===== src/rtl/sseg_scan_driver_pkg.sv =====
// Segment patterns (a..g, active-low, a in the leftmost bit), conversion FSM states,
// and helpers shared by the seven-segment scan driver and its BCD converter.
package sseg_scan_driver_pkg;

    typedef logic [0:6] seg_t;

    localparam seg_t SEG_0     = 7'b0000001;
    localparam seg_t SEG_1     = 7'b1001111;
    localparam seg_t SEG_2     = 7'b0010010;
    localparam seg_t SEG_3     = 7'b0000110;
    localparam seg_t SEG_4     = 7'b1001100;
    localparam seg_t SEG_5     = 7'b0100100;
    localparam seg_t SEG_6     = 7'b0100000;
    localparam seg_t SEG_7     = 7'b0001111;
    localparam seg_t SEG_8     = 7'b0000000;
    localparam seg_t SEG_9     = 7'b0000100;
    localparam seg_t SEG_BLANK = 7'b1111111;
    localparam seg_t SEG_DASH  = 7'b1111110;

    typedef enum logic [1:0] {
        ST_IDLE   = 2'd0,
        ST_SHIFT  = 2'd1,
        ST_COMMIT = 2'd2
    } conv_state_t;

    // ceil(data_w * log10(2)) + 1, in fixed point so it folds to a constant
    function automatic int bcd_digits(input int data_w);
        return (data_w * 30103 + 99999) / 100000 + 1;
    endfunction

    function automatic seg_t seg_decode(input logic [3:0] digit);
        case (digit)
            4'd0:    return SEG_0;
            4'd1:    return SEG_1;
            4'd2:    return SEG_2;
            4'd3:    return SEG_3;
            4'd4:    return SEG_4;
            4'd5:    return SEG_5;
            4'd6:    return SEG_6;
            4'd7:    return SEG_7;
            4'd8:    return SEG_8;
            4'd9:    return SEG_9;
            default: return SEG_BLANK;
        endcase
    endfunction

endpackage


===== src/rtl/sseg_scan_driver_bin2bcd_seq.sv =====
// Sequential double-dabble: start loads bin, then DATA_W add-3/shift cycles; done is high
// during the final shift cycle and bcd holds the result until the next start.
module bin2bcd_seq #(
    parameter int DATA_W     = 16,
    parameter int BCD_DIGITS = 6
) (
    input  logic                    clk,
    input  logic                    rst,
    input  logic                    start,
    input  logic [DATA_W-1:0]       bin,
    output logic [BCD_DIGITS*4-1:0] bcd,
    output logic                    done
);

    localparam int CNT_W = (DATA_W > 1) ? $clog2(DATA_W) : 1;

    logic [DATA_W-1:0]       shift_reg;
    logic [CNT_W-1:0]        bit_cnt;
    logic                    running;
    logic [BCD_DIGITS*4-1:0] bcd_adj;

    always_comb begin
        bcd_adj = bcd;
        for (int i = 0; i < BCD_DIGITS; i++) begin
            if (bcd[i*4 +: 4] >= 4'd5) begin
                bcd_adj[i*4 +: 4] = bcd[i*4 +: 4] + 4'd3;
            end
        end
    end

    assign done = running && (bit_cnt == CNT_W'(DATA_W - 1));

    always_ff @(posedge clk) begin
        if (!rst) begin
            shift_reg <= '0;
            bcd       <= '0;
            bit_cnt   <= '0;
            running   <= 1'b0;
        end else if (start) begin
            shift_reg <= bin;
            bcd       <= '0;
            bit_cnt   <= '0;
            running   <= 1'b1;
        end else if (running) begin
            bcd       <= {bcd_adj[BCD_DIGITS*4-2:0], shift_reg[DATA_W-1]};
            shift_reg <= shift_reg << 1;
            bit_cnt   <= bit_cnt + CNT_W'(1);
            if (done) begin
                running <= 1'b0;
            end
        end
    end

endmodule


===== src/rtl/sseg_scan_driver.sv =====
// Multiplexed seven-segment driver: binary -> BCD shadow digits (DATA_W+2 clks, atomic commit),
// scanned onto active-low segment/anode pins; outputs are registered one clk behind the scan index.
module sseg_scan_driver
    import sseg_scan_driver_pkg::*;
#(
    parameter int NUM_DIGITS = 5,
    parameter int DATA_W     = 16,
    parameter int PRESCALE   = 50000
) (
    input  logic                  clk,
    input  logic                  rst,
    input  logic [DATA_W-1:0]     num,
    input  logic                  blank_lz,
    input  logic [NUM_DIGITS-1:0] dp_mask,
    output logic [0:6]            sseg,
    output logic                  dp,
    output logic [NUM_DIGITS-1:0] an,
    output logic                  busy,
    output logic                  overflow
);

    localparam int BCD_DIGITS = bcd_digits(DATA_W);
    localparam int PAD_DIGITS = (NUM_DIGITS > BCD_DIGITS) ? NUM_DIGITS : BCD_DIGITS;
    localparam int PS_W       = $clog2(PRESCALE);
    localparam int IDX_W      = (NUM_DIGITS > 1) ? $clog2(NUM_DIGITS) : 1;

    logic [PS_W-1:0]         ps_cnt;
    logic                    tick;
    logic [IDX_W-1:0]        scan_idx;

    conv_state_t             state, state_nxt;
    logic                    conv_start;
    logic                    conv_done;
    logic [DATA_W-1:0]       last_num;
    logic [BCD_DIGITS*4-1:0] bcd;
    logic [PAD_DIGITS*4-1:0] bcd_ext;
    logic                    ovf_nxt;
    logic [3:0]              shadow [NUM_DIGITS];

    logic                    zero_above;
    logic [NUM_DIGITS-1:0]   lz_blank;
    seg_t                    sseg_nxt;
    logic                    dp_nxt;
    logic [NUM_DIGITS-1:0]   an_nxt;

    assign tick = (ps_cnt == PS_W'(PRESCALE - 1));

    always_ff @(posedge clk) begin
        if (!rst) begin
            ps_cnt   <= '0;
            scan_idx <= '0;
        end else begin
            ps_cnt <= tick ? '0 : ps_cnt + PS_W'(1);
            if (tick) begin
                scan_idx <= (scan_idx == IDX_W'(NUM_DIGITS - 1)) ? '0 : scan_idx + IDX_W'(1);
            end
        end
    end

    bin2bcd_seq #(
        .DATA_W     (DATA_W),
        .BCD_DIGITS (BCD_DIGITS)
    ) u_bin2bcd (
        .clk   (clk),
        .rst   (rst),
        .start (conv_start),
        .bin   (num),
        .bcd   (bcd),
        .done  (conv_done)
    );

    always_comb begin
        state_nxt  = state;
        conv_start = 1'b0;
        case (state)
            ST_IDLE: begin
                if (num != last_num) begin
                    conv_start = 1'b1;
                    state_nxt  = ST_SHIFT;
                end
            end
            ST_SHIFT: begin
                if (conv_done) begin
                    state_nxt = ST_COMMIT;
                end
            end
            ST_COMMIT: state_nxt = ST_IDLE;
            default:   state_nxt = ST_IDLE;
        endcase
    end

    // Converter width is independent of the display width; any digit past the display overflows
    always_comb begin
        bcd_ext = (PAD_DIGITS*4)'(bcd);
        ovf_nxt = 1'b0;
        for (int i = NUM_DIGITS; i < PAD_DIGITS; i++) begin
            if (bcd_ext[i*4 +: 4] != 4'd0) begin
                ovf_nxt = 1'b1;
            end
        end
    end

    always_ff @(posedge clk) begin
        if (!rst) begin
            state    <= ST_IDLE;
            busy     <= 1'b0;
            last_num <= '0;
            overflow <= 1'b0;
            for (int i = 0; i < NUM_DIGITS; i++) begin
                shadow[i] <= 4'd0;
            end
        end else begin
            state <= state_nxt;
            busy  <= (state_nxt != ST_IDLE);
            if (conv_start) begin
                last_num <= num;
            end
            if (state == ST_COMMIT) begin
                overflow <= ovf_nxt;
                for (int i = 0; i < NUM_DIGITS; i++) begin
                    shadow[i] <= bcd_ext[i*4 +: 4];
                end
            end
        end
    end

    // Digit i is a leading zero when it and every more significant digit are zero
    always_comb begin
        zero_above = 1'b1;
        lz_blank   = '0;
        for (int i = NUM_DIGITS - 1; i >= 0; i--) begin
            zero_above  = zero_above && (shadow[i] == 4'd0);
            lz_blank[i] = blank_lz && zero_above && (i != 0);
        end
    end

    always_comb begin
        an_nxt = ~(NUM_DIGITS'(1) << scan_idx);
        if (overflow) begin
            sseg_nxt = SEG_DASH;
            dp_nxt   = 1'b1;
        end else begin
            sseg_nxt = lz_blank[scan_idx] ? SEG_BLANK : seg_decode(shadow[scan_idx]);
            dp_nxt   = ~dp_mask[scan_idx];
        end
    end

    // Anode and segments share one register stage so they switch on the same edge
    always_ff @(posedge clk) begin
        if (!rst) begin
            an   <= '1;
            sseg <= SEG_BLANK;
            dp   <= 1'b1;
        end else begin
            an   <= an_nxt;
            sseg <= sseg_nxt;
            dp   <= dp_nxt;
        end
    end

endmodule


===== config.mk =====
export PLATFORM = sky130hd
export DESIGN_NAME = sseg_scan_driver
export DESIGN_NICKNAME = d
export VERILOG_FILES = /design/src/rtl/sseg_scan_driver_pkg.sv /design/src/rtl/sseg_scan_driver_bin2bcd_seq.sv /design/src/rtl/sseg_scan_driver.sv
export SDC_FILE = /design/constraint.sdc
export NUM_CORES = 1
export LEC_CHECK = 0
export CORE_MARGIN = 2
export CORE_UTILIZATION = 50
export CTS_BUF_LIST = sky130_fd_sc_hd__clkbuf_16
export DETAILED_ROUTE_END_ITERATION = 12
export PLACE_DENSITY = 0.69
export RECOVER_POWER = 100
export SLEW_MARGIN = 15
export SYNTH_ARGS = -nofsm -noshare
export SYNTH_HDL_FRONTEND = slang
export SYNTH_SLANG_ARGS = --single-unit

===== constraint.sdc =====
create_clock -name clk -period 4.8 [get_ports clk]
set_clock_uncertainty 0.1 [all_clocks]
set_input_delay 0.96 -clock clk [delete_from_list [all_inputs] [get_ports clk]]
set_output_delay 0.96 -clock clk [all_outputs]
set_load 0.03 [all_outputs]

==> results of run 1 <==
-- final cells by class --
cell class | instances | area share (%)
multi-input cells | 392 | 41.9
flip-flops and latches | 120 | 38.5
repair buffers | 41 | 5.90
inverters | 37 | 2.05
clock buffers | 17 | 6.29
well taps | 143 | 2.64
clock inverters | 15 | 2.74
-- worst min-delay path by stage --
stage / start / end / slack, ns / depth (start not counted)
floorplan: scan_idx[2]$_SDFFE_PN0N_ / an[4]$_SDFF_PN1_ / 0.33 / 1
global placement: ps_cnt[0]$_SDFF_PP0_ / ps_cnt[0]$_SDFF_PP0_ / 0.34 / 1
detailed placement: last_num[14]$_SDFFE_PN0P_ / last_num[14]$_SDFFE_PN0P_ / 0.35 / 2
CTS: last_num[13]$_SDFFE_PN0P_ / last_num[13]$_SDFFE_PN0P_ / 0.36 / 2
global route: last_num[13]$_SDFFE_PN0P_ / last_num[13]$_SDFFE_PN0P_ / 0.37 / 2
finish: last_num[14]$_SDFFE_PN0P_ / last_num[14]$_SDFFE_PN0P_ / 0.36 / 2
-- kinds of logic after synthesis --
family | Yosys count
AND/OR/NAND/NOR | 177
flip-flops | 120
AO/OA/AOI/OAI | 106
buffers and inverters | 64
XOR/XNOR | 43
multiplexers | 40
adder cells (fa/ha/maj) | 26
-- per-stage QoR --
stage	cell area (sq um)	cells
floorplan	5800	576
global placement	6190	733
CTS	6800	765
detailed placement	6190	733
finish	6770	765
global route	6770	765
-- where the power goes --
part | leakage [nW] | internal (mW) | switching, mW
sequential | 1.01 | 1.07 | 0.0436
combinational | 1.27 | 0.0981 | 0.112
clock | 0.289 | 0.859 | 0.445
-- Yosys cell counts (2+ instances only) --
master,n,area [sq um]
sky130_fd_sc_hd__o21ai_1,4,20.0
sky130_fd_sc_hd__a22oi_2,2,25.0
sky130_fd_sc_hd__o21ai_0,14,70.1
sky130_fd_sc_hd__nor2_1,33,124
sky130_fd_sc_hd__mux4_2,3,67.6
sky130_fd_sc_hd__edfxtp_1,20,601
sky130_fd_sc_hd__and3_1,22,138
sky130_fd_sc_hd__nor3_1,7,35.0
sky130_fd_sc_hd__mux2_2,14,158
sky130_fd_sc_hd__mux2i_1,22,220
sky130_fd_sc_hd__o21ai_2,3,26.3
sky130_fd_sc_hd__buf_2,7,35.0
sky130_fd_sc_hd__xor2_1,24,210
sky130_fd_sc_hd__a21oi_1,15,75.1
sky130_fd_sc_hd__a21oi_2,9,78.8
sky130_fd_sc_hd__o211ai_1,6,45.0
sky130_fd_sc_hd__dfxtp_1,100,2000
sky130_fd_sc_hd__buf_4,3,22.5
sky130_fd_sc_hd__buf_6,7,78.8
sky130_fd_sc_hd__nand2b_1,9,56.3
sky130_fd_sc_hd__nor4_1,7,43.8
sky130_fd_sc_hd__nand3_1,20,100
sky130_fd_sc_hd__or3_1,2,12.5
sky130_fd_sc_hd__inv_1,37,139
sky130_fd_sc_hd__nand4_1,3,18.8
sky130_fd_sc_hd__clkbuf_8,2,27.5
sky130_fd_sc_hd__ha_1,26,325
sky130_fd_sc_hd__nor2b_1,8,50.1
sky130_fd_sc_hd__nand2_1,53,199
sky130_fd_sc_hd__and4_1,2,17.5
sky130_fd_sc_hd__a31oi_1,3,18.8
sky130_fd_sc_hd__clkbuf_1,7,26.3
sky130_fd_sc_hd__a22o_1,3,26.3
sky130_fd_sc_hd__xnor2_1,19,166
sky130_fd_sc_hd__a21o_1,5,37.5
sky130_fd_sc_hd__a21boi_1,2,15.0
sky130_fd_sc_hd__and2_1,3,18.8
sky130_fd_sc_hd__o2bb2ai_1,32,280
sky130_fd_sc_hd__nor4b_1,2,17.5
-- per-layer routing --
metal	global-route usage [%]	share of wire (%)	up-vias
met4	5.68	1.2	0
met3	5.55	3.5	13
li1	-	-	2082
met1	24.4	49	1941
met2	28.4	46	62
met5	0	0	-
-- critical path, cell delays in order --
cell and delay [ns]:
sky130_fd_sc_hd__dlygate4sd3_1 0.59, sky130_fd_sc_hd__xor2_1 0.16, sky130_fd_sc_hd__nor4_1 0.07, sky130_fd_sc_hd__a41o_2 0.32
sky130_fd_sc_hd__nor3b_4 0.63, sky130_fd_sc_hd__clkbuf_1 0.65, sky130_fd_sc_hd__o2bb2ai_1 0.19
-- cells in the final DEF (no fill, tap or decap), drive strengths merged, types with 20 or more instances in the layout --
cell and n:
dfxtp 100, clkdlybuf4s50 21, a21oi 24, nand2 54, o2bb2ai 32, edfxtp 20, mux2i 23, inv 38
nand3 20, o21ai 21, xor2 24, nor2 33, ha 26, and3 22
==> flow_results.xml, run 1 <==
<?xml version="1.0" encoding="UTF-8"?>
<metrics>
  <group name="routing">
    <metric name="via_density" unit="">5.36</metric>
    <metric name="detail_route.first_pass.iterations" unit="">4</metric>
    <metric name="detail_route.drc_violations" unit="">0</metric>
    <metric name="wire_per_inst" unit="microns">14.0</metric>
    <metric name="detail_route.iter0.violations" unit="">214</metric>
    <metric name="routed-via-count" unit="">4098</metric>
    <metric name="route.final.wire_length" unit="mm">10.7</metric>
    <metric name="drtAntennaViolNets" unit="">0</metric>
  </group>
  <group name="cts">
    <metric name="cts_hold_buffers" unit="">0</metric>
    <metric name="max-clock-path-buffers" unit="">2</metric>
    <metric name="clkTransAtPathRegs" unit="ns">0.05</metric>
    <metric name="clock-sinks" unit="">120</metric>
    <metric name="tritoncts" unit="">built</metric>
    <metric name="cts-buffers-inserted" unit="">17</metric>
    <metric name="h-tree-depth" unit="">4</metric>
    <metric name="cts_resized" unit="">0</metric>
    <metric name="cts_root_buffer" unit="">sky130_fd_sc_hd__clkbuf_16</metric>
    <metric name="cts.repair_timing.setup_buffer_count" unit="">0</metric>
    <metric name="clk-insertion-delay-late" unit="ns">0.40</metric>
  </group>
  <group name="synth">
    <metric name="asyncSetResetFlopFracSynth" unit="%">0</metric>
    <metric name="combinational_family_with_the_most_area_after_synthesis" unit="">simple AND/OR/NAND/NOR gates</metric>
    <metric name="synth_warnings" unit="">0</metric>
    <metric name="mappedNetlistArea" unit="sq um">5800</metric>
    <metric name="netlist_instances" unit="">576</metric>
    <metric name="edff_count_synth" unit="">20</metric>
    <metric name="synthXorXnorAreaFrac" unit="%">6.50</metric>
    <metric name="yosys_most_used_dff" unit="">sky130_fd_sc_hd__dfxtp_1</metric>
    <metric name="sequential_area_share_after_synthesis" unit="%">44.9</metric>
    <metric name="synth.distinct_cells" unit="">55</metric>
    <metric name="share_of_the_synthesized_area_in_compound_gates_ao_oa_aoi_oai" unit="%">13.8</metric>
    <metric name="yosys-mux-area-fraction" unit="%">8.07</metric>
    <metric name="basic_gate_share_of_the_synthesized_area_counting_and_or_nand_and_nor_cells" unit="%">15.3</metric>
    <metric name="flip_flop_and_latch_count_after_synthesis" unit="">120</metric>
    <metric name="syn-num-nets" unit="">626</metric>
    <metric name="synth-adder-area-share" unit="%">5.61</metric>
    <metric name="synth.avg_cell_area" unit="sq um">10.1</metric>
  </group>
  <group name="cells_and_area">
    <metric name="nets" unit="">659</metric>
    <metric name="multiInputGateArea" unit="sq um">2840</metric>
    <metric name="sequential_cell_area" unit="sq um">2600</metric>
    <metric name="largest_register_ffs" unit="">24</metric>
    <metric name="regMostFlops" unit="">u_bin2bcd.bcd</metric>
    <metric name="area_growth_syn_to_layout" unit="%">16.8</metric>
    <metric name="final_core_utilization" unit="%">59.5</metric>
    <metric name="num-fill-cells" unit="">950</metric>
    <metric name="antenna-diode-count" unit="">0</metric>
    <metric name="post_route_cells_drive_above_1_share" unit="%">9.97</metric>
    <metric name="largestRegisters" unit="">u_bin2bcd.bcd: 24 flops, shadow: 20 flops</metric>
  </group>
  <group name="global_route">
    <metric name="grt_antenna_before_repair" unit="">0</metric>
    <metric name="globalRouteTotalUtil" unit="%">18.2</metric>
    <metric name="first_global_vias" unit="">4019</metric>
    <metric name="globalRouteOverflowTotal" unit="">0</metric>
    <metric name="first_pass_grt_wire_length" unit="mm">18.7</metric>
    <metric name="grt_max_degree" unit="">52</metric>
  </group>
  <group name="die">
    <metric name="fp-row-count" unit="">39</metric>
    <metric name="io_pins" unit="">39</metric>
    <metric name="design.core.area" unit="sq um">11400</metric>
    <metric name="floorplan.initialDensity" unit="%">51.0</metric>
    <metric name="die_height" unit="microns">112</metric>
    <metric name="die_w" unit="microns">112</metric>
    <metric name="die_area" unit="sq um">12500</metric>
  </group>
  <group name="setup_path">
    <metric name="r2r-start" unit="">ps_cnt[0]$_SDFF_PP0_</metric>
    <metric name="setup.reg_to_reg.worst_slack" unit="ns">2.10</metric>
    <metric name="critical_path.startpoint" unit="">num[9]</metric>
    <metric name="worstSetupEndpointType" unit="">register</metric>
    <metric name="worst_reg_to_reg_path_cell_count" unit="">5</metric>
    <metric name="critical_path.endpoint" unit="">last_num[12]$_SDFFE_PN0P_</metric>
    <metric name="reg_to_reg_critical_path_endpoint" unit="">ps_cnt[3]$_SDFF_PP0_</metric>
    <metric name="worstSetupPathType" unit="">input pin to register</metric>
    <metric name="worst-endpoint-required" unit="ns">5.03</metric>
    <metric name="startpoint_type" unit="">input pin</metric>
    <metric name="arrival_time_of_the_worst_setup_path" unit="ns">3.59</metric>
    <metric name="crit_path_max_fanout" unit="">18</metric>
  </group>
  <group name="status">
    <metric name="run_status" unit="">complete, but fails checks</metric>
    <metric name="failed_checks" unit="">max-capacitance violations, max-slew violations</metric>
  </group>
  <group name="place">
    <metric name="dp.final_hpwl" unit="mm">7.32</metric>
    <metric name="place_ws" unit="ns">1.43</metric>
    <metric name="port_buffer_cells" unit="">38</metric>
    <metric name="place.gp.congestion" unit="">0.779</metric>
  </group>
  <group name="sta">
    <metric name="maxSlewViolCount" unit="">17</metric>
    <metric name="postLayoutSetupSlackWorst" unit="ns">1.45</metric>
    <metric name="finalCritPeriodShare" unit="%">69.9</metric>
    <metric name="timing.final.crit_period" unit="ns">3.35</metric>
    <metric name="timing_hold_violations_final" unit="">0</metric>
    <metric name="final.setup.tns" unit="ns">0</metric>
    <metric name="maxClockFrequency" unit="GHz">0.298</metric>
    <metric name="worst_pin_slew" unit="ns">1.68</metric>
    <metric name="hold-worst-slack" unit="ns">0.356</metric>
    <metric name="max-slew-margin-rel" unit="%">-13.3</metric>
    <metric name="rsz0062_at_grt" unit="">false</metric>
    <metric name="setup_violations_final" unit="">0</metric>
  </group>
  <group name="pwr">
    <metric name="leakagePower" unit="nW">2.57</metric>
    <metric name="worst_ir_drop_vdd" unit="mV">0.267</metric>
    <metric name="power_density_cells" unit="nW/um^2">389</metric>
    <metric name="p_total" unit="mW">2.63</metric>
  </group>
  <group name="worst_hold_path">
    <metric name="hold_path.class" unit="">register to register</metric>
  </group>
  <group name="run">
    <metric name="max-cap-violations" unit="">1</metric>
  </group>
</metrics>
Note: power is estimated with default switching activity, not from simulation.
==> inputs of run 2 (changes only) <==
clock period = 3.29 ns   (was 4.8 ns; I/O delays follow)
==> run 2 against run 1 <==
Net effect: routed wire length up 4.8%; worst hold slack worse by 0.0012 ns; highest routed layer unchanged; sequential share of layout area down 0.18 points; largest power group unchanged; first-iteration DRC count unchanged; largest cell class unchanged; count of clock-buffer cells in the layout up 2; final cell count up 0.65%; worst setup slack worse by 0.99 ns; the run now ends clean; combinational power up 53%; critical path depth unchanged; core utilization up 0.29 points; clock power up 48%.
==> flow_results.xml, run 2 (same netlist as run 1, synthesis figures left out) <==
<?xml version="1.0" encoding="UTF-8"?>
<metrics>
  <group name="run">
    <metric name="max-cap-violations" unit="">0</metric>
  </group>
  <group name="setup_path">
    <metric name="crit_path_max_fanout" unit="">26</metric>
    <metric name="worstSetupPathType" unit="">input pin to register</metric>
    <metric name="crit_slowest_cell" unit="">sky130_fd_sc_hd__clkdlybuf4s50_1</metric>
    <metric name="critical_path.cell_chain" unit="">clkdlybuf4s50_1 &gt; xor2_1 &gt; nor4_1 &gt; a41o_1 &gt; nor3b_2 &gt; clkbuf_2 &gt; o2bb2ai_1</metric>
    <metric name="critPathBufInv" unit="">2</metric>
    <metric name="startpoint_type" unit="">input pin</metric>
    <metric name="worstSetupEndpointType" unit="">register</metric>
    <metric name="worst-endpoint-required" unit="ns">3.52</metric>
    <metric name="cpPeakStageDelay" unit="ns">0.59</metric>
    <metric name="cp_top_family" unit="">buffers and inverters</metric>
    <metric name="arrival_time_of_the_worst_setup_path" unit="ns">3.07</metric>
  </group>
  <group name="cells_and_area">
    <metric name="final_core_utilization" unit="%">59.8</metric>
    <metric name="post_route_cells_drive_above_1_share" unit="%">10.0</metric>
    <metric name="num-fill-cells" unit="">971</metric>
    <metric name="antenna-diode-count" unit="">0</metric>
    <metric name="area_growth_syn_to_layout" unit="%">17.3</metric>
    <metric name="largestRegisters" unit="">u_bin2bcd.bcd: 24 flops, shadow: 20 flops</metric>
    <metric name="nets" unit="">664</metric>
    <metric name="final_cell_mix" unit="">sky130_fd_sc_hd__dfxtp_1, sky130_fd_sc_hd__nand2_1, sky130_fd_sc_hd__inv_1</metric>
    <metric name="regMostFlops" unit="">u_bin2bcd.bcd</metric>
    <metric name="layout.cells.most_common" unit="">sky130_fd_sc_hd__dfxtp_1</metric>
    <metric name="largest_register_ffs" unit="">24</metric>
  </group>
  <group name="cts">
    <metric name="clk-insertion-delay-late" unit="ns">0.41</metric>
    <metric name="cts_resized" unit="">0</metric>
    <metric name="cts_root_buffer" unit="">sky130_fd_sc_hd__clkbuf_16</metric>
    <metric name="cts_hold_buffers" unit="">0</metric>
    <metric name="cts.repair_timing.setup_buffer_count" unit="">0</metric>
    <metric name="max-clock-path-buffers" unit="">2</metric>
    <metric name="clkTransAtPathRegs" unit="ns">0.05</metric>
    <metric name="tritoncts" unit="">built</metric>
    <metric name="h-tree-depth" unit="">4</metric>
    <metric name="cts-buffers-inserted" unit="">17</metric>
    <metric name="clock-sinks" unit="">120</metric>
  </group>
  <group name="die">
    <metric name="io_pins" unit="">39</metric>
    <metric name="die_w" unit="microns">112</metric>
    <metric name="floorplan.initialDensity" unit="%">51.0</metric>
    <metric name="die_area" unit="sq um">12500</metric>
    <metric name="die_height" unit="microns">112</metric>
    <metric name="fp-row-count" unit="">39</metric>
    <metric name="design.core.area" unit="sq um">11400</metric>
  </group>
  <group name="global_route">
    <metric name="globalRouteTotalUtil" unit="%">19.2</metric>
    <metric name="first_pass_grt_wire_length" unit="mm">19.4</metric>
    <metric name="globalRouteOverflowTotal" unit="">0</metric>
    <metric name="grt_antenna_before_repair" unit="">0</metric>
    <metric name="grt_max_degree" unit="">33</metric>
    <metric name="first_global_vias" unit="">4052</metric>
  </group>
  <group name="routing">
    <metric name="wire_per_inst" unit="microns">14.6</metric>
    <metric name="route.final.wire_length" unit="mm">11.2</metric>
    <metric name="detail_route.drc_violations" unit="">0</metric>
    <metric name="drtAntennaViolNets" unit="">0</metric>
    <metric name="routed-via-count" unit="">4106</metric>
    <metric name="via_density" unit="">5.33</metric>
    <metric name="detail_route.first_pass.iterations" unit="">4</metric>
    <metric name="detail_route.iter0.violations" unit="">214</metric>
  </group>
  <group name="pwr">
    <metric name="leakagePower" unit="nW">2.61</metric>
    <metric name="worst_ir_drop_vdd" unit="mV">0.642</metric>
    <metric name="power_density_cells" unit="nW/um^2">570</metric>
  </group>
  <group name="sta">
    <metric name="worst_pin_slew" unit="ns">1.11</metric>
    <metric name="hold-worst-slack" unit="ns">0.354</metric>
    <metric name="timing_hold_violations_final" unit="">0</metric>
    <metric name="finalCritPeriodShare" unit="%">86.2</metric>
    <metric name="max-slew-margin-rel" unit="%">25.7</metric>
    <metric name="timing.final.crit_period" unit="ns">2.83</metric>
    <metric name="setup_violations_final" unit="">0</metric>
    <metric name="rsz0062_at_grt" unit="">false</metric>
    <metric name="maxSlewViolCount" unit="">0</metric>
    <metric name="postLayoutSetupSlackWorst" unit="ns">0.455</metric>
    <metric name="final.setup.tns" unit="ns">0</metric>
    <metric name="maxClockFrequency" unit="GHz">0.353</metric>
  </group>
  <group name="place">
    <metric name="dp.final_hpwl" unit="mm">7.61</metric>
    <metric name="place.gp.congestion" unit="">0.805</metric>
    <metric name="port_buffer_cells" unit="">38</metric>
    <metric name="place_ws" unit="ns">0.298</metric>
  </group>
  <group name="worst_hold_path">
    <metric name="hold_path.class" unit="">register to register</metric>
  </group>
  <group name="status">
    <metric name="run_status" unit="">complete, no violations</metric>
  </group>
</metrics>
[run 2: cell types whose count changed in the layout (fill, tap and decap cells not counted), sizes merged]
| cell | change |
|---|---|
| clkbuf | +4 |
| buf | +3 |
| clkinvlp | -2 |
| inv | +2 |
| bufinv | -1 |
| clkinv | -1 |
[run 2: final timing paths]
| path | from | to | slack, ns | cells past startpoint |
|---|---|---|---|---|
| worst max-delay path | num[10] | u_bin2bcd.shift_reg[15]$_SDFFE_PN0P_ | 0.46 | 7 |
| worst min-delay path | ps_cnt[0]$_SDFF_PP0_ | ps_cnt[0]$_SDFF_PP0_ | 0.35 | 1 |
| worst max register to register | register | sseg[6]$_SDFF_PN1_ | 0.57 | 7 |
| worst min register to register | ps_cnt[0]$_SDFF_PP0_ | ps_cnt[0]$_SDFF_PP0_ | 0.35 | 1 |
[run 2: layout make-up]
type	instances	area [sq um]	share of cell area, %
flip-flops and latches	120	2600	38.3
clock buffers	19	475	6.99
clock inverters	13	148	2.17
well taps	143	179	2.63
repair buffers	46	443	6.51
multi-input cells	392	2810	41.4
inverters	37	139	2.04
[run 2: routing by layer]
layer / global-route usage (%) / wire [microns] / up-vias
met1: 25.6 / 5510 / 1933
met3: 5.12 / 364 / 15
met5: 0 / 0 / -
li1: - / - / 2090
met4: 6.83 / 168 / 0
met2: 30.2 / 5180 / 68
[run 2: where the power goes]
group | internal, mW | switching (mW)
sequential | 1.56 | 0.0565
combinational | 0.146 | 0.175
clock | 1.27 | 0.665
[run 2: through the flow]
step | instance area [sq um] | instances | power, mW
final | 6800 | 770 | 3.88
after floorplan | 5800 | 576 | 1.88
after detailed placement | 6240 | 738 | 1.98
after global routing | 6800 | 770 | 4.02
after CTS | 6860 | 770 | 3.92
after global placement | 6240 | 738 | 1.97
